[config.mk]
export PLATFORM = sky130hd
export DESIGN_NAME = prog_sequence_detector
export DESIGN_NICKNAME = d
export VERILOG_FILES = /design/src/rtl/prog_sequence_detector_pkg.sv /design/src/rtl/prog_sequence_detector_window.sv /design/src/rtl/prog_sequence_detector.sv
export SDC_FILE = /design/constraint.sdc
export NUM_CORES = 1
export LEC_CHECK = 0
export ABC_AREA = 1
export ABC_CLOCK_PERIOD_IN_PS = 4800
export CORE_AREA = 3 3 63 95
export DETAILED_ROUTE_END_ITERATION = 8
export DIE_AREA = 0 0 66 98
export HOLD_SLACK_MARGIN = 0.08
export PLACE_DENSITY = 0.64
export SLEW_MARGIN = 15
export SYNTH_ARGS = -nofsm -noshare
export SYNTH_HDL_FRONTEND = slang
export SYNTH_SLANG_ARGS = --single-unit
export TNS_END_PERCENT = 20
[constraint.sdc]
create_clock -name clk -period 4.8 [get_ports clk]
set_input_delay 0.72 -clock clk [delete_from_list [all_inputs] [get_ports clk]]
set_output_delay 0.72 -clock clk [all_outputs]
set_load 0.03 [all_outputs]
[src/rtl/prog_sequence_detector_pkg.sv]
// Shared types and sizing helpers for the programmable serial pattern detector.
package prog_seqdet_pkg;

   localparam int DEFAULT_MAX_LEN = 8;
   localparam int DEFAULT_COUNT_W = 16;

   typedef enum logic {
      IDLE = 1'b0,
      RUN  = 1'b1
   } state_e;

   // Width needed to hold a length value in the range 0..max_len.
   function automatic int len_width(input int max_len);
      return $clog2(max_len + 1);
   endfunction

endpackage

[src/rtl/prog_sequence_detector_window.sv]
// Bit history shift register plus a saturating count of bits seen since the last restart.
module seqdet_window
   import prog_seqdet_pkg::*;
#(
   parameter int MAX_LEN = DEFAULT_MAX_LEN,
   parameter int FILL_W  = len_width(MAX_LEN)
) (
   input  logic               clk,
   input  logic               reset,
   input  logic               shift,
   input  logic               restart,
   input  logic               clear,
   input  logic               x,
   output logic [MAX_LEN-1:0] hist_next,
   output logic [FILL_W-1:0]  fill_next
);

   logic [MAX_LEN-1:0] hist_q, hist_d;
   logic [FILL_W-1:0]  fill_q, fill_d;

   // hist_next/fill_next describe the window as if the bit were taken, independent of
   // restart, so the caller can decide on a match without forming a combinational loop.
   always_comb begin
      hist_next = {hist_q[MAX_LEN-2:0], x};
      fill_next = (fill_q == FILL_W'(MAX_LEN)) ? fill_q : fill_q + FILL_W'(1);
      hist_d    = hist_q;
      fill_d    = fill_q;
      if (clear) begin
         hist_d = '0;
         fill_d = '0;
      end else if (shift) begin
         hist_d = hist_next;
         fill_d = restart ? '0 : fill_next;
      end
   end

   always_ff @(posedge clk) begin
      if (reset) begin
         hist_q <= '0;
         fill_q <= '0;
      end else begin
         hist_q <= hist_d;
         fill_q <= fill_d;
      end
   end

endmodule

[src/rtl/prog_sequence_detector.sv]
// Runtime-programmable serial pattern detector with overlap control, valid qualifier
// and a saturating match counter.
module prog_sequence_detector
   import prog_seqdet_pkg::*;
#(
   parameter int MAX_LEN = DEFAULT_MAX_LEN,
   parameter int COUNT_W = DEFAULT_COUNT_W,
   parameter int LEN_W   = len_width(MAX_LEN)
) (
   input  logic               clk,
   input  logic               reset,
   input  logic               x_valid,
   input  logic               x,
   input  logic               cfg_load,
   input  logic [MAX_LEN-1:0] cfg_pattern,
   input  logic [LEN_W-1:0]   cfg_len,
   input  logic               cfg_overlap,
   output logic               y,
   output logic [COUNT_W-1:0] match_count,
   output logic               cfg_err,
   output logic               active
);

   state_e             state_q, state_d;
   logic [MAX_LEN-1:0] pat_q, pat_d;
   logic [LEN_W-1:0]   len_q, len_d;
   logic               ovl_q, ovl_d;
   logic [COUNT_W-1:0] count_q, count_d;
   logic               y_q, y_d;
   logic               err_q, err_d;

   logic               cfg_ok;
   logic               shift;
   logic               match;
   logic               restart;
   logic [MAX_LEN-1:0] len_mask;
   logic [MAX_LEN-1:0] hist_next;
   logic [LEN_W-1:0]   fill_next;

   seqdet_window #(
      .MAX_LEN (MAX_LEN),
      .FILL_W  (LEN_W)
   ) u_window (
      .clk       (clk),
      .reset     (reset),
      .shift     (shift),
      .restart   (restart),
      .clear     (cfg_load),
      .x         (x),
      .hist_next (hist_next),
      .fill_next (fill_next)
   );

   // A load in the same cycle as a valid bit discards the bit.
   always_comb begin
      cfg_ok = (cfg_len != '0) && (cfg_len <= LEN_W'(MAX_LEN));
      shift  = (state_q == RUN) && x_valid && !cfg_load;
      for (int i = 0; i < MAX_LEN; i++) begin
         len_mask[i] = (LEN_W'(i) < len_q);
      end
      match   = shift && (fill_next >= len_q) && (((hist_next ^ pat_q) & len_mask) == '0);
      restart = match && !ovl_q;
   end

   always_comb begin
      state_d = state_q;
      pat_d   = pat_q;
      len_d   = len_q;
      ovl_d   = ovl_q;
      count_d = count_q;
      y_d     = match;
      err_d   = 1'b0;
      if (cfg_load) begin
         count_d = '0;
         if (cfg_ok) begin
            pat_d   = cfg_pattern;
            len_d   = cfg_len;
            ovl_d   = cfg_overlap;
            state_d = RUN;
         end else begin
            err_d   = 1'b1;
            state_d = IDLE;
         end
      end else if (match && !(&count_q)) begin
         count_d = count_q + COUNT_W'(1);
      end
   end

   always_ff @(posedge clk) begin
      if (reset) begin
         state_q <= IDLE;
         pat_q   <= '0;
         len_q   <= '0;
         ovl_q   <= 1'b0;
         count_q <= '0;
         y_q     <= 1'b0;
         err_q   <= 1'b0;
      end else begin
         state_q <= state_d;
         pat_q   <= pat_d;
         len_q   <= len_d;
         ovl_q   <= ovl_d;
         count_q <= count_d;
         y_q     <= y_d;
         err_q   <= err_d;
      end
   end

   assign y           = y_q;
   assign match_count = count_q;
   assign cfg_err     = err_q;
   assign active      = (state_q == RUN);

endmodule
After elaboration in Yosys (flattened, before gate mapping)
Cells that the tools add are included.
{"block": "word_totals", "ff_bits": 43, "inputBits": 18, "out_inout_bits": 19, "elab_cells": 45}
{"block": "op_classes", "addsub": 2, "order_cmp": 10, "n_eq_ne": 1, "muxes": 4, "bitwise": 3, "n_reduce_logical": 16}
{"op": "$add 16x1->16 const B", "count": 1}
{"op": "$lt 3x4->1 const A", "count": 4}
{"op": "$reduce_and 16->1", "count": 1}
{"op": "$and 8x8->8", "count": 1}
{"op": "$logic_not 8->1", "count": 1}
{"op": "$lt 1x4->1 const A", "count": 2}
{"op": "$lt 2x4->1 const A", "count": 2}
{"op": "$mux 4", "count": 2}
{"op": "$xor 8x8->8", "count": 1}
{"op": "$logic_and 1x1->1", "count": 7}
{"op": "$add 4x1->4 const B", "count": 1}
{"op": "$eq 4x4->1 const B", "count": 1}
{"op": "$ge 4x4->1", "count": 1}
{"op": "$le 4x4->1 const B", "count": 1}
{"op": "$reduce_bool 4->1", "count": 1}
{"op": "$reduce_or 2->1", "count": 2}
{"op": "$logic_not 1->1", "count": 3}
{"op": "$mux 1", "count": 2}
{"op": "$reduce_and 2->1", "count": 1}
{"op": "$not 1->1", "count": 1}

Logic depth before layout (Yosys ltp)
Gate-level depths: netlist of run 1.
{"block": "logic_depth", "word_depth": 7, "ltp_mapped": 19, "ltp_nobuf": 19}

Hierarchy
From an unflattened synthesis of run 1, not the netlist that was laid out.
{"block": "hier_totals", "hier_cells": 364, "area_unflattened_um2": 2424.8}
{"module": "prog_sequence_detector", "n_inst": 1, "cells_each": 292, "area_each_um2": 1830.5, "seq_area_each_um2": 640.6}
{"module": "seqdet_window", "n_inst": 1, "cells_each": 72, "area_each_um2": 594.3, "seq_area_each_um2": 220.2}

Worst setup path before layout of run 1
OpenSTA, ideal clock, no wires.
{"block": "synth_timing", "path_type": "reg-to-reg", "from": "register u_window.fill_q[0]", "to": "register count_q[7] (netlist: match_count[7])", "t_arrival_ps": 2023, "slack_ps": 2645, "stages_incl_launch_ff": 18, "path_cell_list": "dfxtp_1 > inv_1 > ha_1 > nand2_1 > nor2_1 > xor2_1 > inv_1 > ha_1 > inv_1 > nand2_1 > nand2_1 > nand2_1 > nand2_1 > a21oi_2 > nand4_2 > buf_6 > nand2_1 > a21oi_1"}
{"block": "synth_between", "elab_chain_len": 6, "elab_cells_between_ends": 7, "classes_between": "add/sub: 1; order compare: 1; eq/ne: 1; mux: 1; reduce/logical: 3"}
{"item": "start, declared", "line": "prog_sequence_detector_window.sv:19", "source": "logic [FILL_W-1:0] fill_q, fill_d;"}
{"item": "start signal, assigned", "line": "prog_sequence_detector_window.sv:43", "source": "fill_q <= fill_d;"}
{"item": "$add 4x1->4 or $eq 4x4->1 (tied branches)", "line": "prog_sequence_detector_window.sv:25", "source": "fill_next = (fill_q == FILL_W'(MAX_LEN)) ? fill_q : fill_q + FILL_W'(1);"}
{"item": "$mux 4 (*)", "line": "prog_sequence_detector_window.sv:25"}
{"item": "$ge 4x4->1 (*)", "line": "prog_sequence_detector.sv:61", "source": "match = shift && (fill_next >= len_q) && (((hist_next ^ pat_q) & len_mask) == '0);"}
{"item": "$logic_and 1x1->1 (*) (2 in a row)", "line": "prog_sequence_detector.sv:61"}
{"item": "$logic_and 1x1->1 (*)", "line": "prog_sequence_detector.sv:84", "source": "end else if (match && !(&count_q)) begin"}
{"item": "end signal, assigned", "line": "prog_sequence_detector.sv:103", "source": "count_q <= count_d;"}
{"item": "end, declared", "line": "prog_sequence_detector.sv:28", "source": "logic [COUNT_W-1:0] count_q, count_d;"}
Every way passes the cells marked *; elsewhere a longest branch is shown, timed or not.
A chain may end at the register's enable or synchronous reset.

Worst setup path in the final report of run 1
{"block": "layout_timing", "from": "register u_window.fill_q[0]", "to": "register count_q[10] (netlist: match_count[10])"}
Same word-level chain as after synthesis.

==> results of run 1 <==
==> worst min path at each step <==
stage / endpoint / slack (ns) / cells after the start
6_report: pat_q[4]$_SDFFE_PP0P_ / 0.47 / 2
5_1_grt: pat_q[1]$_SDFFE_PP0P_ / 0.50 / 2
4_1_cts: pat_q[4]$_SDFFE_PP0P_ / 0.47 / 2
3_5_place_dp: pat_q[4]$_SDFFE_PP0P_ / 0.46 / 2
3_3_place_gp: ovl_q$_SDFFE_PP0P_ / 0.46 / 2
2_1_floorplan: ovl_q$_SDFFE_PP0P_ / 0.43 / 2
==> metrics by stage <==
step                power, mW  worst slack [ns]  cells  utilization, %  hold slack [ns]
floorplan               0.437              2.64    335               -            0.429
global placement        0.466              2.15    429            52.8            0.455
detailed placement      0.467              2.07    429            52.8            0.461
CTS                     0.688              2.19    437            54.4            0.474
global route            0.714              1.94    437            54.4            0.499
finish                  0.676              2.24    437            54.4            0.474
==> state kept, by name, summed over array words and instances (netlist names) <==
| name | flops |
|---|---|
| u_window.hist_q | 7 |
| active | 1 |
| ovl_q | 1 |
| pat_q | 8 |
| cfg_err | 1 |
| y | 1 |
| u_window.fill_q | 4 |
| len_q | 4 |
| match_count | 16 |
==> layer usage <==
metal / vias to the layer above / share of wire [%] / track usage, %
met1: 971 / 40 / 19.5
li1: 1144 / - / -
met2: 45 / 55 / 32.2
met5: - / 0 / 0
met4: 0 / 1.5 / 5.48
met3: 6 / 3.5 / 2.76
==> worst min-delay path, cell delays in order, from the launching register on <==
cell	delay, ns
dfxtp_1	0.31
inv_1	0.06
a21oi_1	0.05
==> power groups by stage <==
stage	clock [mW]	combinational (mW)	sequential (mW)
4_1_cts	0.230	0.0839	0.375
5_1_grt	0.244	0.0944	0.376
2_1_floorplan	0	0.0533	0.383
3_3_place_gp	0	0.0825	0.383
6_report	0.218	0.0829	0.375
3_5_place_dp	0	0.0837	0.383
==> layout make-up <==
class	count	area (um^2)	area share, %
clock inverters	1	5.00	0.178
repair buffers	36	360	12.8
inverters	42	158	5.61
well taps	68	85.1	3.03
multi-input cells	240	1260	45.0
flip-flops and latches	43	861	30.7
clock buffers	7	76.3	2.72
==> cells in the final DEF, fill, tap and decap left out, types with 2 or more instances in the layout <==
master           count
nand2_1             81
dfxtp_1             43
inv_1               40
a21oi_1             38
clkdlybuf4s50_1     36
nand3_1             29
nor2_1              25
o21ai_0             23
xnor2_1              9
xor2_1               8
ha_1                 7
nor3_1               5
clkbuf_8             5
inv_2                2
nor2_8               2
nand2_2              2
nor2_4               2
nand4_2              2
clkbuf_1             2
==> cells by family (layout without fill, tap and decap cells) <==
| family | Yosys count | after routing |
|---|---|---|
| XOR/XNOR | 17 | 17 |
| adder cells (fa/ha/maj) | 7 | 7 |
| AND/OR/NAND/NOR | 153 | 153 |
| buffers and inverters | 52 | 86 |
| flip-flops | 43 | 43 |
| AO/OA/AOI/OAI | 63 | 63 |
==> metrics.txt, run 1 <==
FF-to-FF Start=u_window.fill_q[0]$_SDFFE_PP0P_; library cells used by synthesis=28; # IOs=37; top_reg_cell synth=dfxtp_1; outcome=completed; row cnt=32; VDD IR-drop max=0.195 mV; Leakage=1.10 nW; Slew HR=47.3%; Max Slew Vio Count=0; first-pass GRT wire length=8950 um; Crit. End Element=register; synth top area cells=dfxtp_1, nand2_1, a21oi_1, inv_1, nand3_1; worst-path fanout max=15; Die X=66 um; Mapped Cells=335; Sequential Power Share=55.4%; WS Path Type=register to register; clock tree buffer depth=2; WP buf/inv=3; post-synthesis compound-gate area fraction=13.8%; DRT iter0 DRCs=136; Clock Skews=0.00391 ns; Die ar.=6470 um^2; Post-CTS Resized=0; hold_buf cts=0; most used cell, CP=nand2_1; Post-synth EDFFs=0; Starting Density=45.3%; Fin. Hold Viols=0; Yosys top cell area share=36.8%; clk slew on worst S/H paths=0.08 ns; sequential share of the synthesized area=36.8%; total gr overflow=0; HPWL after DPL=3930 um; max-cap violations=0; Combinational Power Share=12.3%; Seq cells post-synth=43; Yosys top cell by area=dfxtp_1; total CTS buffers=5; Vias/cell=4.96; Power Internal=0.503 mW; min Tclk post-route=2.56 ns; area added between synthesis and finish=20.1%; Arr. time, crit path=2.71 ns; final antenna-violating net count=0; worst reg2reg path endpoint=match_count[10]$_SDFFE_PP0P_; Die Ht=98 um; CTS tree=built; CP required=4.95 ns; Post-Synth Simple-Gate Area=30.1%; vias in the first global route=2017; placed cell area=2730 um^2; mux cell area share after synthesis=0%; routability cong.=0.812; worst hold path type=register to register; Nets=393; crit share post-route=53.3%; top-count cell post-synth=nand2_1; adder-cell area share of the yosys netlist=3.75%; clk root buf=clkbuf_8; drt total wl=5190 um; Post-synth ARST share=0%; Post CTS Setup Buffer Count=0; Core Region=5160 um^2; Fin Setup TNS=0 ns; Hold Crit Start=pat_q[4]$_SDFFE_PP0P_; largest net degree at the start of global routing=24; DR pass1 iterations=5; Worst R2R Setup Slack=2.24 ns; diodes inserted=0; CP top delay family=simple AND/OR/NAND/NOR gates; RSZ-0062 raised after global routing=false; Avg WL per Cell=11.9 um; critical path startpoint category=register; Mapped Area=2340 um^2; r2r worst-path depth=16; PwrDens=241 nW/um^2; # DRC=0; initial antenna violation count=0; Mapped Nets=360; Fillers=517; final setup fails=0; gr usage total=17.3%; vias=2166; sw frac=25.6%; synth cell count leaders=nand2_1, dfxtp_1, inv_1, a21oi_1, nand3_1; CP max-delay cell=nand4_2; XOR/XNOR share of the synthesized area=6.37%; Clock Latency Late Sink=0.29 ns; Syn Area/Cell=6.98 um^2; achievable clock frequency=0.391 GHz; worst setup path startpoint=u_window.fill_q[0]$_SDFFE_PP0P_; clock share of power=32.3%; IO buf count=36; Crit path depth=16; Net Sw Power=0.173 mW; layout cells sized above 1=5.15%; main combinational cell family by area after synthesis=simple AND/OR/NAND/NOR gates; clock sinks=43; CP peak stage delay=0.38 ns; H-tree depth=2; CP Cell Sequence=inv_1 > ha_1 > nand2_1 > nor2_1 > xor2_1 > inv_1 > ha_1 > inv_1 > nand2_1 > nand2_1 > nand2_1 > nand2_1 > a21oi_2 > nand4_2 > nand2_1 > a21oi_1; finished layout cell area=2810 um^2; yosys synthesis warning count=0; Slew @ Worst Pin=0.788 ns; crit path capture=match_count[10]$_SDFFE_PP0P_
No activity file was read; power rests on OpenSTA's default activity.
==> run 2: changes to the inputs <==
Settings changed: ABC_CLOCK_PERIOD_IN_PS 4800 to 2600.
Clock period 4.8 ns to 2.6 ns, I/O delays scaled along.
==> run 2 against run 1 <==
Net effect: global-route usage up 0.88 points; sequential share of layout area shrank 0.97 points; hold slack lost 0.0032 ns; critical path type unchanged; register-to-register slack worse by 2.0 ns; routed wire length up 4.6%; clock power increased by 110%; combinational power up 110%; critical path depth increased by 1; worst setup slack got worse by 2.0 ns.
==> metrics.txt, run 2 (synthesized netlist as in run 1, its figures left out) <==
setup ws final=0.237 ns (was 2.24 ns); min Tclk post-route=2.36 ns (was 2.56 ns); Fin Setup TNS=0 ns (unchanged); HPWL after DPL=4060 um (was 3930 um); clock sinks=43 (unchanged); hold_buf cts=0 (unchanged); CTS tree=built (unchanged); Slew HR=60.7% (was 47.3%); Post CTS Setup Buffer Count=0 (unchanged); critical path startpoint category=register (unchanged); CP peak stage delay=0.34 ns (was 0.38 ns); diodes inserted=0 (unchanged); DRT iter0 DRCs=164 (was 136); initial antenna violation count=0 (unchanged); Clock Skews=0.00384 ns (was 0.00391 ns); CP required=2.82 ns (was 4.95 ns); max-cap violations=0 (unchanged); Arr. time, crit path=2.58 ns (was 2.71 ns); area added between synthesis and finish=24.0% (was 20.1%); IO buf count=36 (unchanged); commonest non-fill, non-tap cells in the layout=nand2_1, dfxtp_1, inv_1, a21oi_1, clkdlybuf4s50_1 (unchanged); PwrDens=456 nW/um^2 (was 241 nW/um^2); # DRC=0 (unchanged); RSZ-0062 raised after global routing=false (unchanged); worst-path fanout max=8 (was 15); total CTS buffers=5 (unchanged); Avg WL per Cell=12.2 um (was 11.9 um); most used cell, CP=nand2_1 (unchanged); DR pass1 iterations=4 (was 5); gr usage total=18.2% (was 17.3%); final antenna-violating net count=0 (unchanged); Worst R2R Setup Slack=0.24 ns (was 2.24 ns); vias in the first global route=2176 (was 2017); Core Region=5160 um^2 (unchanged); row cnt=32 (unchanged); crit share post-route=90.9% (was 53.3%); Nets=400 (was 393); Vias/cell=5.06 (was 4.96); WS Path Type=register to register (unchanged); Die ar.=6470 um^2 (unchanged); outcome=completed (unchanged); Die X=66 um (unchanged); CP Cell Sequence=inv_1 > ha_1 > nand2_1 > nor2_2 > xor2_1 > inv_1 > ha_1 > inv_1 > nand2_1 > nand2_1 > nand2_1 > nand2_1 > a21oi_4 > inv_4 > nor2_4 > nand3_1 > a21oi_1 (was inv_1 > ha_1 > nand2_1 > nor2_1 > xor2_1 > inv_1 > ha_1 > inv_1 > nand2_1 > nand2_1 > nand2_1 > nand2_1 > a21oi_2 > nand4_2 > nand2_1 > a21oi_1); H-tree depth=2 (unchanged); # IOs=37 (unchanged); total gr overflow=0 (unchanged); achievable clock frequency=0.423 GHz (was 0.391 GHz); Final Util=56.1% (was 54.4%); most common cell after layout, fill and taps aside=nand2_1 (unchanged); Leakage=1.14 nW (was 1.10 nW); clk slew on worst S/H paths=0.08 ns (about the same); CP max-delay cell=dfxtp_1 (was nand4_2); Starting Density=45.3% (unchanged); Max Slew Vio Count=0 (unchanged); Slew @ Worst Pin=0.589 ns (was 0.788 ns); hold slack=0.471 ns (was 0.474 ns); Fin. Hold Viols=0 (unchanged); final setup fails=0 (unchanged); worst hold path type=register to register (unchanged); VDD IR-drop max=0.273 mV (was 0.195 mV); drt total wl=5430 um (was 5190 um); Crit. End Element=register (unchanged); vias=2247 (was 2166); first-pass GRT wire length=9430 um (was 8950 um); layout cells sized above 1=7.45% (was 5.15%); DP Worst Slack=0.238 ns (was 2.07 ns); routability cong.=0.855 (was 0.812); largest net degree at the start of global routing=24 (unchanged); clk root buf=clkbuf_8 (unchanged); clock tree buffer depth=2 (unchanged); Die Ht=98 um (unchanged); max reg flops=16 (unchanged); Clock Latency Late Sink=0.29 ns (about the same)
-- run 2: final timing paths --
| kind | startpoint | end | depth (start not counted) |
|---|---|---|---|
| worst min register to register | pat_q[4]$_SDFFE_PP0P_ | pat_q[4]$_SDFFE_PP0P_ | 2 |
| worst min-delay path | pat_q[4]$_SDFFE_PP0P_ | pat_q[4]$_SDFFE_PP0P_ | 2 |
| worst max-delay path | u_window.fill_q[0]$_SDFFE_PP0P_ | match_count[2]$_SDFFE_PP0P_ | 17 |
| worst max register to register | u_window.fill_q[0]$_SDFFE_PP0P_ | match_count[2]$_SDFFE_PP0P_ | 17 |
-- run 2: layer usage --
layer | GRT usage (%) | wire length [um] | up-vias
met5 | 0 | 0 | -
li1 | - | - | 1160
met3 | 3.45 | 222 | 12
met4 | 6.89 | 112 | 0
met2 | 34.1 | 2990 | 59
met1 | 19.4 | 2100 | 1016
-- run 2: worst max-delay path: cells and delay by family (launching register included) --
kind / cells / cell delay (ns)
xor+xnor: 1 / 0.19
fa+ha+maj: 2 / 0.42
compound gates: 2 / 0.34
simple gates: 8 / 0.72
flops: 1 / 0.34
buf+inv: 4 / 0.28
-- run 2: power by group --
group          leakage [nW]  switching, mW  internal (mW)
Sequential            0.349         0.0141          0.678
Clock                0.0515          0.216          0.243
Combinational         0.737          0.101         0.0691
-- run 2: through the flow --
step / std cells / area [um^2] / total power [mW]
final: 444 / 2900 / 1.32
after floorplan: 335 / 2340 / 0.806
after CTS: 442 / 2860 / 1.33
after detailed placement: 434 / 2760 / 0.866
after global placement: 434 / 2760 / 0.864
after global routing: 444 / 2900 / 1.40
-- run 2: timing repair --
| action | CTS | global route |
|---|---|---|
| endpoints found under the setup margin | 0 | 12 |
| gates resized for setup | 0 | 3 |
| hold endpoints to repair | 0 | 0 |
-- run 2: cell type report --
cell class / count / area (um^2)
tap: 68 / 85.1
multi-input combinational: 242 / 1290
inverter: 42 / 160
timing repair buffer: 41 / 398
sequential: 43 / 861
fill: 492 / 2270
clock buffer: 8 / 100
==> run 3: changes to the inputs <==
Settings changed: CTS_CLUSTER_DIAMETER set to 60, SLEW_MARGIN 15 to unset.
==> results of run 3 <==
No change in the layout: final DEF, timing and power equal those of run 2.
==> variant 1 (settings of run 3) <==
Reset style: asynchronous (`reset`), changed in 2 clocked blocks.
--- a/src/rtl/prog_sequence_detector_window.sv
+++ b/src/rtl/prog_sequence_detector_window.sv
@@ -34,7 +34,7 @@
       end
    end
 
-   always_ff @(posedge clk) begin
+   always_ff @(posedge clk or posedge reset) begin
       if (reset) begin
          hist_q <= '0;
          fill_q <= '0;
--- a/src/rtl/prog_sequence_detector.sv
+++ b/src/rtl/prog_sequence_detector.sv
@@ -86,7 +86,7 @@
       end
    end
 
-   always_ff @(posedge clk) begin
+   always_ff @(posedge clk or posedge reset) begin
       if (reset) begin
          state_q <= IDLE;
          pat_q   <= '0;
Behaviour: differs if reset is asserted again (counterexample within 4 cycles, from zero or initial values and one cycle with reset high); with reset held inactive, the same outputs for 10 cycles.
==> variant 1 against run 3 <==
Area after synthesis rose by 11%. Total power rose by 11%. Worst setup slack got worse by 36 ps. Sequential cell count did not move. Clock skew rose by 1.9 ps. Die area did not move. Wire length rose by 12%. Cell area rose by 7.8%. Critical endpoint is now u_window.fill_q[2]$_DFFE_PP0P_.
==> variant 1: results (changes against run 3) <==
Outcome
  • Status: finished, final reports clean (unchanged)

Cells and area
  • Multi-In Gates: 240 (was 242)
  • Area of the multi-input gates: 1270 um^2 (was 1290 um^2)
  • Inverters: 49 (was 42)
  • Bufs w/o clock: 42 (was 41)
  • Filler Cells Inserted: 491 (was 492)
  • Final non-clock buffer share: 0.130 (was 0.137)
  • Seq_cells: 43 (unchanged)
  • Sequential share of cell area: 0.344 (was 0.297)
  • ClkCell Share: 0.0320 (was 0.0345)

Global routing
  • Grt met1 use: 0.247 (was 0.194)
  • GR Layer Usage met2: 0.383 (was 0.341)
  • Global-route wire length before repair: 10600 um (was 9430 um)
  • GR Util met3: 0.0288 (was 0.0345)
  • Largest net degree at the start of global routing: 34 (was 24)
  • Tot GR Track Use: 0.208 (was 0.182)

Routing
  • Wire per inst: 13.6 um (was 12.2 um)
  • Detailed Route WL: 6100 um (was 5430 um)
  • Detail Route met3 WL: 159 um (was 222 um)
  • WL met1: 2640 um (was 2100 um)
  • Vias: 2301 (was 2247)

Synth
  • Post-synthesis mux area share: 0.0130 (was 0)
  • Synth top area cells: dfrtp_1 42%, nand2_1 14%, inv_1 6.7%, nand3_1 5.8%, nor2_1 5.2% (was dfxtp_1 37%, nand2_1 13%, a21oi_1 8.1%, inv_1 6.4%, nand3_1 6.2%)
  • Distinct cell type count after synthesis: 27 (was 28)
  • Post-synth ARST share: 1.00 (was 0)
  • Top post-synthesis cells by count: 95 x nand2_1, 46 x inv_1, 43 x dfrtp_1 (was 81 x nand2_1, 43 x dfxtp_1, 40 x inv_1)
  • Synth Area in Adders: 0.0338 (was 0.0375)
  • Register area share after synthesis: 0.415 (was 0.368)
  • Post-synth net total: 366 (was 360)
  • Post-synthesis compound-gate area fraction: 0.0454 (was 0.138)

Place
  • Final GP Congestion: 0.834 (was 0.855)
  • DP Worst Slack: 223 ps (was 238 ps)
  • Placed insts: 442 (was 434)
  • DP Wirelength: 4480 um (was 4060 um)

STA
  • Worst-margin pin slew: 926 ps (was 589 ps)
  • Worst Skew: 5.78 ps (was 3.84 ps)
  • Period utilization: 0.923 (was 0.909)

Critical path
  • Crit-path max FO: 18 (was 8)
  • Reg-to-reg setup timing slack: 200 ps (was 240 ps)
  • R2r worst-path depth: 14 (was 17)

Power and ir drop
  • Clock power frac: 0.327 (was 0.348)
  • Leakage: 1.60 nW (was 1.14 nW)
  • Switching portion of total power: 0.284 (was 0.251)
  • Comb group: 247 uW (was 170 uW)
  • Worst VDD drop: 263 uV (was 273 uV)

Min path
  • HP Class: input port to asynchronous set/reset pin (was flip-flop to flip-flop)
variant 1: per-stage QoR:
stage	hold slack (ps)	instance area [um^2]	utilization	power, mW
after global routing	558	3120	0.605	1.53
after CTS	511	3120	0.605	1.48
after detailed placement	497	3020	0.586	1.00
final	481	3120	0.605	1.46
after global placement	485	3020	0.586	0.996
after floorplan	481	2590	-	0.914
variant 1: cell families (layout without fill, tap and decap cells):
group                    count (synthesis)  after routing
AO/OA/AOI/OAI                           21             21
adder cells (fa/ha/maj)                  7              7
XOR/XNOR                                15             15
buffers and inverters                   58             99
flip-flops                              43             43
AND/OR/NAND/NOR                        194            194
multiplexers                             3              3
variant 1: worst max-delay path, cell delays in order (launching register included):
cell and delay, ps:
dfrtp_1 430, inv_1 70, ha_1 200, nand2_1 100
nor2_1 50, xor2_1 160, ha_1 280, nand2_1 50
nor2_1 110, nand3b_1 140, nand3_2 120, nor2_8 280
nand2_1 170, nand2_1 100, nand2_1 50
==> variant 2 (flow settings as in run 3) <==
Made on the original files. `DEFAULT_COUNT_W`: 16 -> 12.
--- a/src/rtl/prog_sequence_detector_pkg.sv
+++ b/src/rtl/prog_sequence_detector_pkg.sv
@@ -2,7 +2,7 @@
 package prog_seqdet_pkg;
 
    localparam int DEFAULT_MAX_LEN = 8;
-   localparam int DEFAULT_COUNT_W = 16;
+   localparam int DEFAULT_COUNT_W = 12;
 
    typedef enum logic {
       IDLE = 1'b0,
Ports: changed (resized match_count); port bits go from 37 to 33. No check against the original RTL was run, so the function may have changed too.
==> variant 2 against run 3 <==
Critical endpoint is now match_count[0]$_SDFFE_PP0P_. Cell area decreased by 7.9%. Combinational power fell by 6%. Highest routed layer unchanged. Sequential cell count down 4. Area after synthesis down 6.3%. Wire length decreased by 13%. Worst setup slack gained 6.1 ps. Total power decreased by 5.1%. Critical path type unchanged.
==> variant 2: results (changes against run 3) <==
Critical path
  • R2r worst-path depth: 17 (unchanged)
  • Crit-path max FO: 12 (was 8)
  • Worst path max stage delay: 370 ps (was 340 ps)

Cells and area
  • Filler Cells Inserted: 518 (was 492)
  • Share of cells above drive strength 1: 0.133 (was 0.0745)
  • Number of nets in the layout: 356 (was 400)
  • Max reg flops: 12 (was 16)

Power and ir drop
  • Leakage: 1.04 nW (was 1.14 nW)
  • Comb pwr share: 0.127 (was 0.129)
  • Clock power frac: 0.368 (was 0.348)
  • Switching Power: 329 uW (was 331 uW)
  • Worst VDD drop: 402 uV (was 273 uV)

Place
  • DP Worst Slack: 237 ps (was 238 ps)
  • Port-buffer cells: 32 (was 36)
  • Placed insts: 392 (was 434)
  • DP Area: 2560 um^2 (was 2760 um^2)
  • Final GP Congestion: 0.818 (was 0.855)
  • DP Wirelength: 3580 um (was 4060 um)

Synth
  • Top post-synthesis cells by count: 68 x nand2_1, 39 x dfxtp_1, 36 x inv_1 (was 81 x nand2_1, 43 x dfxtp_1, 40 x inv_1)
  • Post-synth net total: 323 (was 360)
  • Synth top area cells: dfxtp_1 36%, nand2_1 12%, inv_1 6.2%, a21oi_1 5.7%, o21ai_0 5.5% (was dfxtp_1 37%, nand2_1 13%, a21oi_1 8.1%, inv_1 6.4%, nand3_1 6.2%)
  • Synth Area in Adders: 0.0400 (was 0.0375)
  • Register area share after synthesis: 0.356 (was 0.368)
  • Post-synthesis xor/xnor area fraction: 0.0599 (was 0.0637)
  • Distinct cell type count after synthesis: 25 (was 28)
  • Post-synthesis compound-gate area fraction: 0.156 (was 0.138)
  • Synthesized area per cell: 7.36 um^2 (was 6.98 um^2)

Global routing
  • Global-route wire length before repair: 8060 um (was 9430 um)
  • Number of global-route vias before repair: 1851 (was 2176)
  • Largest net degree at the start of global routing: 23 (was 24)
  • Tot GR Track Use: 0.158 (was 0.182)

Outcome
  • Status: finished, final reports clean (unchanged)

STA
  • Worst Skew: 6.91 ps (was 3.84 ps)
  • Worst-margin pin slew: 585 ps (was 589 ps)

Routing
  • Wire per inst: 11.7 um (was 12.2 um)
  • Pre-antenna DRT Iters: 4 (unchanged)
  • Detailed Route WL: 4700 um (was 5430 um)
  • Vias: 1921 (was 2247)
[variant 2: cell count changes after synthesis, sizes merged, moves of 2 or more]
cell	change
a21oi	-3
xnor2	-3
nand3	-6
nor3	-2
nand2	-13
inv	-5
dfxtp	-4
[variant 2: layout make-up]
type / count / area, um^2 / area share
clock inverter: 1 / 7.51 / 0.00281
clock buffer: 7 / 96.3 / 0.0361
multi-input combinational: 212 / 1210 / 0.454
inverter: 37 / 139 / 0.0520
tap: 68 / 85.1 / 0.0319
timing repair buffer: 36 / 350 / 0.131
sequential: 39 / 781 / 0.292
[variant 2: cells by family after synthesis]
logic type | Yosys count
buffers and inverters | 47
adders and majority gates | 7
xor gates and xnor gates | 15
AOI/OAI and AO/OA | 60
DFF | 39
and+or+nand+nor | 130
[variant 2: layer usage]
| metal | track usage | vias up | wire length (um) |
|---|---|---|---|
| met5 | 0 | - | 0 |
| met4 | 0.0563 | 0 | 72 |
| met3 | 0.0311 | 6 | 142 |
| met2 | 0.293 | 32 | 2530 |
| met1 | 0.172 | 866 | 1960 |
| li1 | - | 1017 | - |
[variant 2: worst min path at each step]
stage                                          from                         endpoint  slack, ps  depth (start not counted)
finish                        pat_q[6]$_SDFFE_PP0P_            pat_q[6]$_SDFFE_PP0P_        470                          2
global route                    active$_SDFFE_PP0P_              active$_SDFFE_PP0P_        500                          2
CTS                 u_window.hist_q[2]$_SDFFE_PP0P_  u_window.hist_q[3]$_SDFFE_PP0P_        480                          2
detailed placement            pat_q[6]$_SDFFE_PP0P_            pat_q[6]$_SDFFE_PP0P_        460                          2
global placement              pat_q[0]$_SDFFE_PP0P_            pat_q[0]$_SDFFE_PP0P_        460                          2
floorplan                        ovl_q$_SDFFE_PP0P_               ovl_q$_SDFFE_PP0P_        430                          2
